## src/rtl/mips_trace_buffer.sv

```systemverilog
// Debug trace capture for mips_core: masked trigger on channel 0, post-trigger window,
// circular buffer read out oldest-first. Define TRACE_TIMESTAMP_EN to add per-entry cycle stamps (rd_ts).
module mips_trace_buffer #(
  parameter int DATA_W    = 32,
  parameter int NUM_CH    = 3,
  parameter int DEPTH     = 16,
  parameter int ADDR_W    = 4,
  parameter int POST_TRIG = 4
) (
  input  logic                     clk,
  input  logic                     reset,
  input  logic                     arm,
  input  logic                     sample_valid,
  input  logic [NUM_CH*DATA_W-1:0] sample_data,
  input  logic [DATA_W-1:0]        trig_mask,
  input  logic [DATA_W-1:0]        trig_value,
  output logic                     armed,
  output logic                     triggered,
  output logic                     done,
  output logic                     wrapped,
  output logic                     rd_valid,
  input  logic                     rd_ready,
  output logic [NUM_CH*DATA_W-1:0] rd_data,
  output logic                     rd_last
`ifdef TRACE_TIMESTAMP_EN
  ,
  output logic [15:0]              rd_ts
`endif
);

  localparam int SW = NUM_CH * DATA_W;
  localparam logic [ADDR_W:0]   FULL      = (ADDR_W+1)'(DEPTH);
  localparam logic [ADDR_W:0]   ONE_ENTRY = (ADDR_W+1)'(1);
  localparam logic [ADDR_W-1:0] POST_INIT = ADDR_W'(POST_TRIG);

  typedef enum logic [1:0] {IDLE, ARMED, POST, DONE} state_t;
  state_t state, state_nxt;

  logic [SW-1:0]     mem [DEPTH];
  logic [ADDR_W-1:0] wr_ptr, wr_ptr_nxt;
  logic [ADDR_W-1:0] rd_ptr, rd_ptr_inc, first_addr;
  logic [ADDR_W:0]   count, count_nxt, rd_cnt;
  logic [ADDR_W-1:0] post_cnt;
  logic              hit, we, enter_done, accept;
  logic [SW-1:0]     first_data;

  assign hit    = sample_valid &&
                  ((sample_data[DATA_W-1:0] & trig_mask) == (trig_value & trig_mask));
  assign we     = !arm && sample_valid && (state == ARMED || state == POST);
  assign accept = (state == DONE) && rd_valid && rd_ready;

  always_ff @(posedge clk) begin
    if (!reset) state <= IDLE;
    else        state <= state_nxt;
  end

  always_comb begin
    state_nxt = state;
    if (arm) begin
      state_nxt = ARMED;
    end else begin
      case (state)
        ARMED:   if (we && hit) state_nxt = (POST_TRIG == 0) ? DONE : POST;
        POST:    if (sample_valid && post_cnt == ADDR_W'(1)) state_nxt = DONE;
        DONE:    if (accept && rd_last) state_nxt = IDLE;
        default: state_nxt = state;
      endcase
    end
  end

  always_comb begin
    armed = (state == ARMED) || (state == POST);
    done  = (state == DONE);
  end

  // The oldest entry is computed from post-write pointers; when the final sample lands
  // in that same slot (single-entry capture) it is bypassed straight onto rd_data.
  always_comb begin
    wr_ptr_nxt = wr_ptr + ADDR_W'(we);
    count_nxt  = (we && count != FULL) ? count + 1'b1 : count;
    first_addr = wr_ptr_nxt - count_nxt[ADDR_W-1:0];
    first_data = (we && wr_ptr == first_addr) ? sample_data : mem[first_addr];
    rd_ptr_inc = rd_ptr + 1'b1;
    enter_done = (state_nxt == DONE) && (state != DONE);
  end

  always_ff @(posedge clk) begin
    if (we) mem[wr_ptr] <= sample_data;
  end

  always_ff @(posedge clk) begin
    if (!reset) begin
      wr_ptr    <= '0;
      count     <= '0;
      post_cnt  <= '0;
      rd_ptr    <= '0;
      rd_cnt    <= '0;
      triggered <= 1'b0;
      wrapped   <= 1'b0;
      rd_valid  <= 1'b0;
      rd_last   <= 1'b0;
      rd_data   <= '0;
    end else if (arm) begin
      wr_ptr    <= '0;
      count     <= '0;
      post_cnt  <= '0;
      triggered <= 1'b0;
      wrapped   <= 1'b0;
      rd_valid  <= 1'b0;
      rd_last   <= 1'b0;
    end else begin
      wr_ptr <= wr_ptr_nxt;
      count  <= count_nxt;
      if (we && count == FULL) wrapped <= 1'b1;

      if (state == ARMED && we && hit) begin
        triggered <= 1'b1;
        post_cnt  <= POST_INIT;
      end else if (state == POST && sample_valid) begin
        post_cnt <= post_cnt - 1'b1;
      end

      if (enter_done) begin
        rd_ptr   <= first_addr;
        rd_data  <= first_data;
        rd_valid <= 1'b1;
        rd_last  <= (count_nxt == ONE_ENTRY);
        rd_cnt   <= ONE_ENTRY;
      end else if (accept) begin
        if (rd_last) begin
          rd_valid <= 1'b0;
          rd_last  <= 1'b0;
        end else begin
          rd_ptr  <= rd_ptr_inc;
          rd_data <= mem[rd_ptr_inc];
          rd_cnt  <= rd_cnt + 1'b1;
          rd_last <= (rd_cnt + 1'b1 == count);
        end
      end
    end
  end

`ifdef TRACE_TIMESTAMP_EN
  logic [15:0] ts_cnt;
  logic [15:0] ts_mem [DEPTH];
  logic [15:0] ts_first;

  assign ts_first = (we && wr_ptr == first_addr) ? ts_cnt : ts_mem[first_addr];

  always_ff @(posedge clk) begin
    if (!reset) ts_cnt <= '0;
    else        ts_cnt <= ts_cnt + 1'b1;
  end

  always_ff @(posedge clk) begin
    if (we) ts_mem[wr_ptr] <= ts_cnt;
  end

  always_ff @(posedge clk) begin
    if (!reset)                    rd_ts <= '0;
    else if (enter_done)           rd_ts <= ts_first;
    else if (accept && !rd_last)   rd_ts <= ts_mem[rd_ptr_inc];
  end
`endif

endmodule

```

## config.mk

```make
export PLATFORM = sky130hd
export DESIGN_NAME = mips_trace_buffer
export DESIGN_NICKNAME = d
export VERILOG_FILES = /design/src/rtl/mips_trace_buffer.sv
export SDC_FILE = /design/constraint.sdc
export NUM_CORES = 2
export LEC_CHECK = 0
export BUFFER_PORTS_ARGS = -buffer_cell sky130_fd_sc_hd__buf_4
export CAP_MARGIN = 20
export CORE_MARGIN = 4
export CORE_UTILIZATION = 62
export CTS_CLUSTER_SIZE = 20
export DETAILED_ROUTE_END_ITERATION = 8
export PLACE_DENSITY = 0.8
export SLEW_MARGIN = 10
export SYNTH_ARGS = -nofsm -noshare
export SYNTH_HDL_FRONTEND = slang
export SYNTH_SLANG_ARGS = --single-unit
export TNS_END_PERCENT = 20
```

## constraint.sdc

```tcl
create_clock -name clk -period 10.85 [get_ports clk]
set_input_delay 2.17 -clock clk [delete_from_list [all_inputs] [get_ports clk]]
set_output_delay 2.17 -clock clk [all_outputs]
set_load 0.02 [all_outputs]
```

==> metrics.md <==
| Metric | Value |
|---|---|
| CP max FO | `56` |
| Post-synth ARST share | `0%` |
| DRC Markers | `0` |
| Clock power share | `42.3%` |
| Gate power share | `under 10%` |
| Die Y | `roughly 360 um` |
| Slew Viols, Final | `0` |
| Period utilisation layout | `about 66%` |
| Leak Pwr | `~27 nW` |
| Top post-synthesis cells by count | `edfxtp_1, mux4_2, a211oi_1` |
| Final Instance Area | `0.08541 mm^2` |
| FF/Latch Area | `between 0.04 and 0.05 mm^2` |
| Final setup fails | `0` |
| Main synth FF type | `edfxtp_1` |
| TritonCTS Buffers | `around 170` |
| H-tree levels | `4` |
| GRT overflow | `0` |
| First drt pass iteration count | `5` |
| CP startpoint | `arm` |
| Hold buffers post-CTS | `0` |
| First-pass GRT wire length | `between 200000 and 300000 um` |
| Arrival @ worst endpoint | `between 7 and 8 ns` |
| I/O pin count | `around 270` |
| Crit path time final | `between 7 and 8 ns` |
| Die area | `0.1285 mm^2` |
| Vias in the first global route | `43250` |
| Routed len/inst | `around 35 um` |
| Slack of the worst reg-to-reg path | `about 4.3 ns` |
| NetSw | `approximately 0.0028 W` |
| Clock Path Buffers | `3` |
| Yosys warns | `0` |
| Multi-input logic area | `0.02647 mm^2` |
| GPL Wtd Cong | `~0.83` |
| RSZ-0062 raised after global routing | `false` |
| Crit path kind | `input pin to flop` |
| Clk_skew | `~0.032 ns` |
| Pwr Density | `approximately 160 mW/mm^2` |
| Detail Placement HPWL | `97460 um` |
| R2r endpoint | `rd_data[88]` |
| R2r worst-path depth | `16` |
| Die width | `between 300 and 400 um` |
| Row count | `roughly 130` |
| Sequential power share | `roughly 52%` |
| Largest net degree at the start of global routing | `148` |
| Layout area overhead | `12.14%` |
| Max-Cap Viols | `0` |
| Worst vdd ir | `about 0.00017 V` |
| Port Buffers | `266` |
| Post-synth EDFFs | `1536` |
| # Post-CTS Setup Buffers | `0` |
| Top-area cell type share of the netlist area | `about three fifths` |
| Syn Nets | `roughly 3800` |
| Final WL | `195900 um` |
| Clk sink count | `1660` |
| CTS tree | `done` |
| Final hold vios | `0` |
| Filler instances | `between 7000 and 8000` |
| Core ar. | `between 0.1 and 0.15 mm^2` |
| Leading area contributor after synthesis | `edfxtp_1` |
| Hold path start | `triggered` |
| Total GRT Usage | `between 30% and 40%` |
| Initial antenna violation count | `12` |
| Critical-path cell list | `buf_4 -> nand3b_1 -> nor2_1 -> xnor2_1 -> ha_4 -> inv_1 -> fa_4 -> xor2_1 -> nor4_1 -> o211ai_1 -> a211oi_2 -> nor2_4 -> buf_4 -> mux2_2 -> a221o_1` |
| Root buf cell | `clkbuf_16` |
| Antenna viol nets, final | `0` |
| Clock latency on the worst-skew pair | `around 0.80 ns` |
| Share of cells above drive strength 1 | `39.24%` |
| Element type at the critical path end | `flop` |
| Fin nets | `between 4000 and 5000` |
| Vias post-DR | `roughly 42000` |
| Setup crit end | `rd_data[88]` |
| Area after DPL | `between 0.07 and 0.08 mm^2` |
| Initial Util | `between 60 and 70%` |
| Seq/Total Area, Yosys | `a little under two thirds` |
| Synth Cell Area | `around 0.076 mm^2` |
| Post-CTS resize count | `0` |
| Pre-CTS setup slack | `just under 3 ns` |
| FF-to-FF Start | `state[0]` |
| P_int | `approximately 0.011 W` |
| Cells after synthesis | `between 3000 and 4000` |
| TNS Setup | `0 ns` |
| Slew @ Worst Pin | `about 1.2 ns` |
| Max Clk Rate | `~140 MHz` |
| Synth area leaders | `edfxtp_1, mux4_2, dfxtp_1` |
| WP data required | `between 10 and 15 ns` |
| Worst hold slack | `0.4516 ns` |
| Distinct cells, synth | `57` |
| Slew HR | `between 20% and 30%` |
| Vias per cell | `between 7 and 8` |
| Synth Area per Inst | `roughly 21 um^2` |
| Worst path slowest cell | `fa_4` |
| Initial DRC count | `4960` |
| Most frequent cell after synthesis | `edfxtp_1` |
| Register bit total from synthesis | `~1700` |
| Outcome | `finished clean` |
| Class of the worst hold path | `flop to flop` |
| Max incr delay on CP | `around 1.5 ns` |
| Worst setup SP type | `input pin` |
| Worst-path clk slew | `approximately 0.06 ns` |
| Switching Share | `20.83%` |
| Crit path top cell by count | `buf_4` |
| Final worst slack | `between 3 and 4 ns` |
-- per-layer routing --
| layer | global-route usage, % | routed length (um) | vias up |
|---|---|---|---|
| li1 | - | - | 16550 |
| met1 | 43.61 | 71000 | 22240 |
| met2 | 49.77 | 96500 | 2576 |
| met3 | 6.554 | 21880 | 403 |
| met4 | 10.58 | 6495 | 4 |
| met5 | 0 | 23 | - |
-- sequential cells by signal, summed over array words and instances, names as in the netlist --
register and flops:
rd_cnt 5, mem 1536, post_cnt 4, rd_data 96, count 5, triggered 1
state 2, wrapped 1, rd_ptr 4, rd_last 1, rd_valid 1, wr_ptr 4
-- through the flow --
step / util [%] / power, W / std cells
finish: 70.08 / 0.01350 / 5650
global route: 70.06 / 0.01392 / 5642
CTS: 70.03 / 0.01357 / 5638
detailed placement: 65.58 / 0.007923 / 5329
global placement: 65.58 / 0.007908 / 5329
floorplan: - / 0.007662 / 3658
-- layout by cell type (no fill, tap or decap), drive strengths merged, types with 42 or more instances in the layout --
cell	synthesis	layout
xor2	42	42
a221o	96	96
clkbuf	172	218
dfxtp	124	124
a211oi	193	193
nor2b	97	97
mux2	96	96
mux2i	97	97
clkinv	0	65
edfxtp	1536	1536
buf	122	341
mux4	864	864
-- power by group through the flow --
| stage | Clock [W] | Combinational, W | Sequential [W] |
|---|---|---|---|
| CTS | 0.00578 | 0.000796 | 0.00700 |
| finish | 0.00571 | 0.000791 | 0.00700 |
| global placement | 0 | 0.000777 | 0.00713 |
| floorplan | 0 | 0.000526 | 0.00714 |
| detailed placement | 0 | 0.000792 | 0.00713 |
| global route | 0.00608 | 0.000845 | 0.00699 |
-- worst max-delay path: cells and delay by family --
| family | cells | cell delay [ns] |
|---|---|---|
| AOI/OAI and AO/OA | 3 | 0.57 |
| muxes | 1 | 0.43 |
| buffers and inverters | 3 | 0.97 |
| xor gates and xnor gates | 2 | 0.55 |
| and+or+nand+nor | 4 | 1.38 |
| adders and majority gates | 2 | 1.70 |
-- kinds of logic (layout without fill, tap and decap cells) --
family / after synthesis / count (layout) / share of synthesized area, %
AOI/OAI and AO/OA: 354 / 354 / 3.790
xor gates and xnor gates: 55 / 55 / 0.6505
adders and majority gates: 16 / 16 / 0.2727
buffers and inverters: 310 / 666 / 1.723
DFF: 1660 / 1660 / 63.82
muxes: 1057 / 1057 / 28.24
other: 0 / 11 / 0
and+or+nand+nor: 206 / 206 / 1.502
-- cell type report --
| type | instances | area share [%] |
|---|---|---|
| Antenna cell | 11 | 0.03223 |
| Tap cell | 1625 | 2.381 |
| Timing Repair Buffer | 341 | 3.255 |
| Sequential cell | 1660 | 56.92 |
| Clock inverter | 91 | 1.011 |
| Inverter | 16 | 0.07032 |
| Multi-Input combinational cell | 1688 | 31.00 |
| Clock buffer | 218 | 5.336 |
-- worst min-delay path by stage --
stage | to | cells after the start
final | triggered | 2
after global routing | triggered | 2
after CTS | triggered | 2
after detailed placement | triggered | 2
after global placement | triggered | 2
after floorplan | rd_cnt[3] | 1
(Power assumes the default switching activity.)
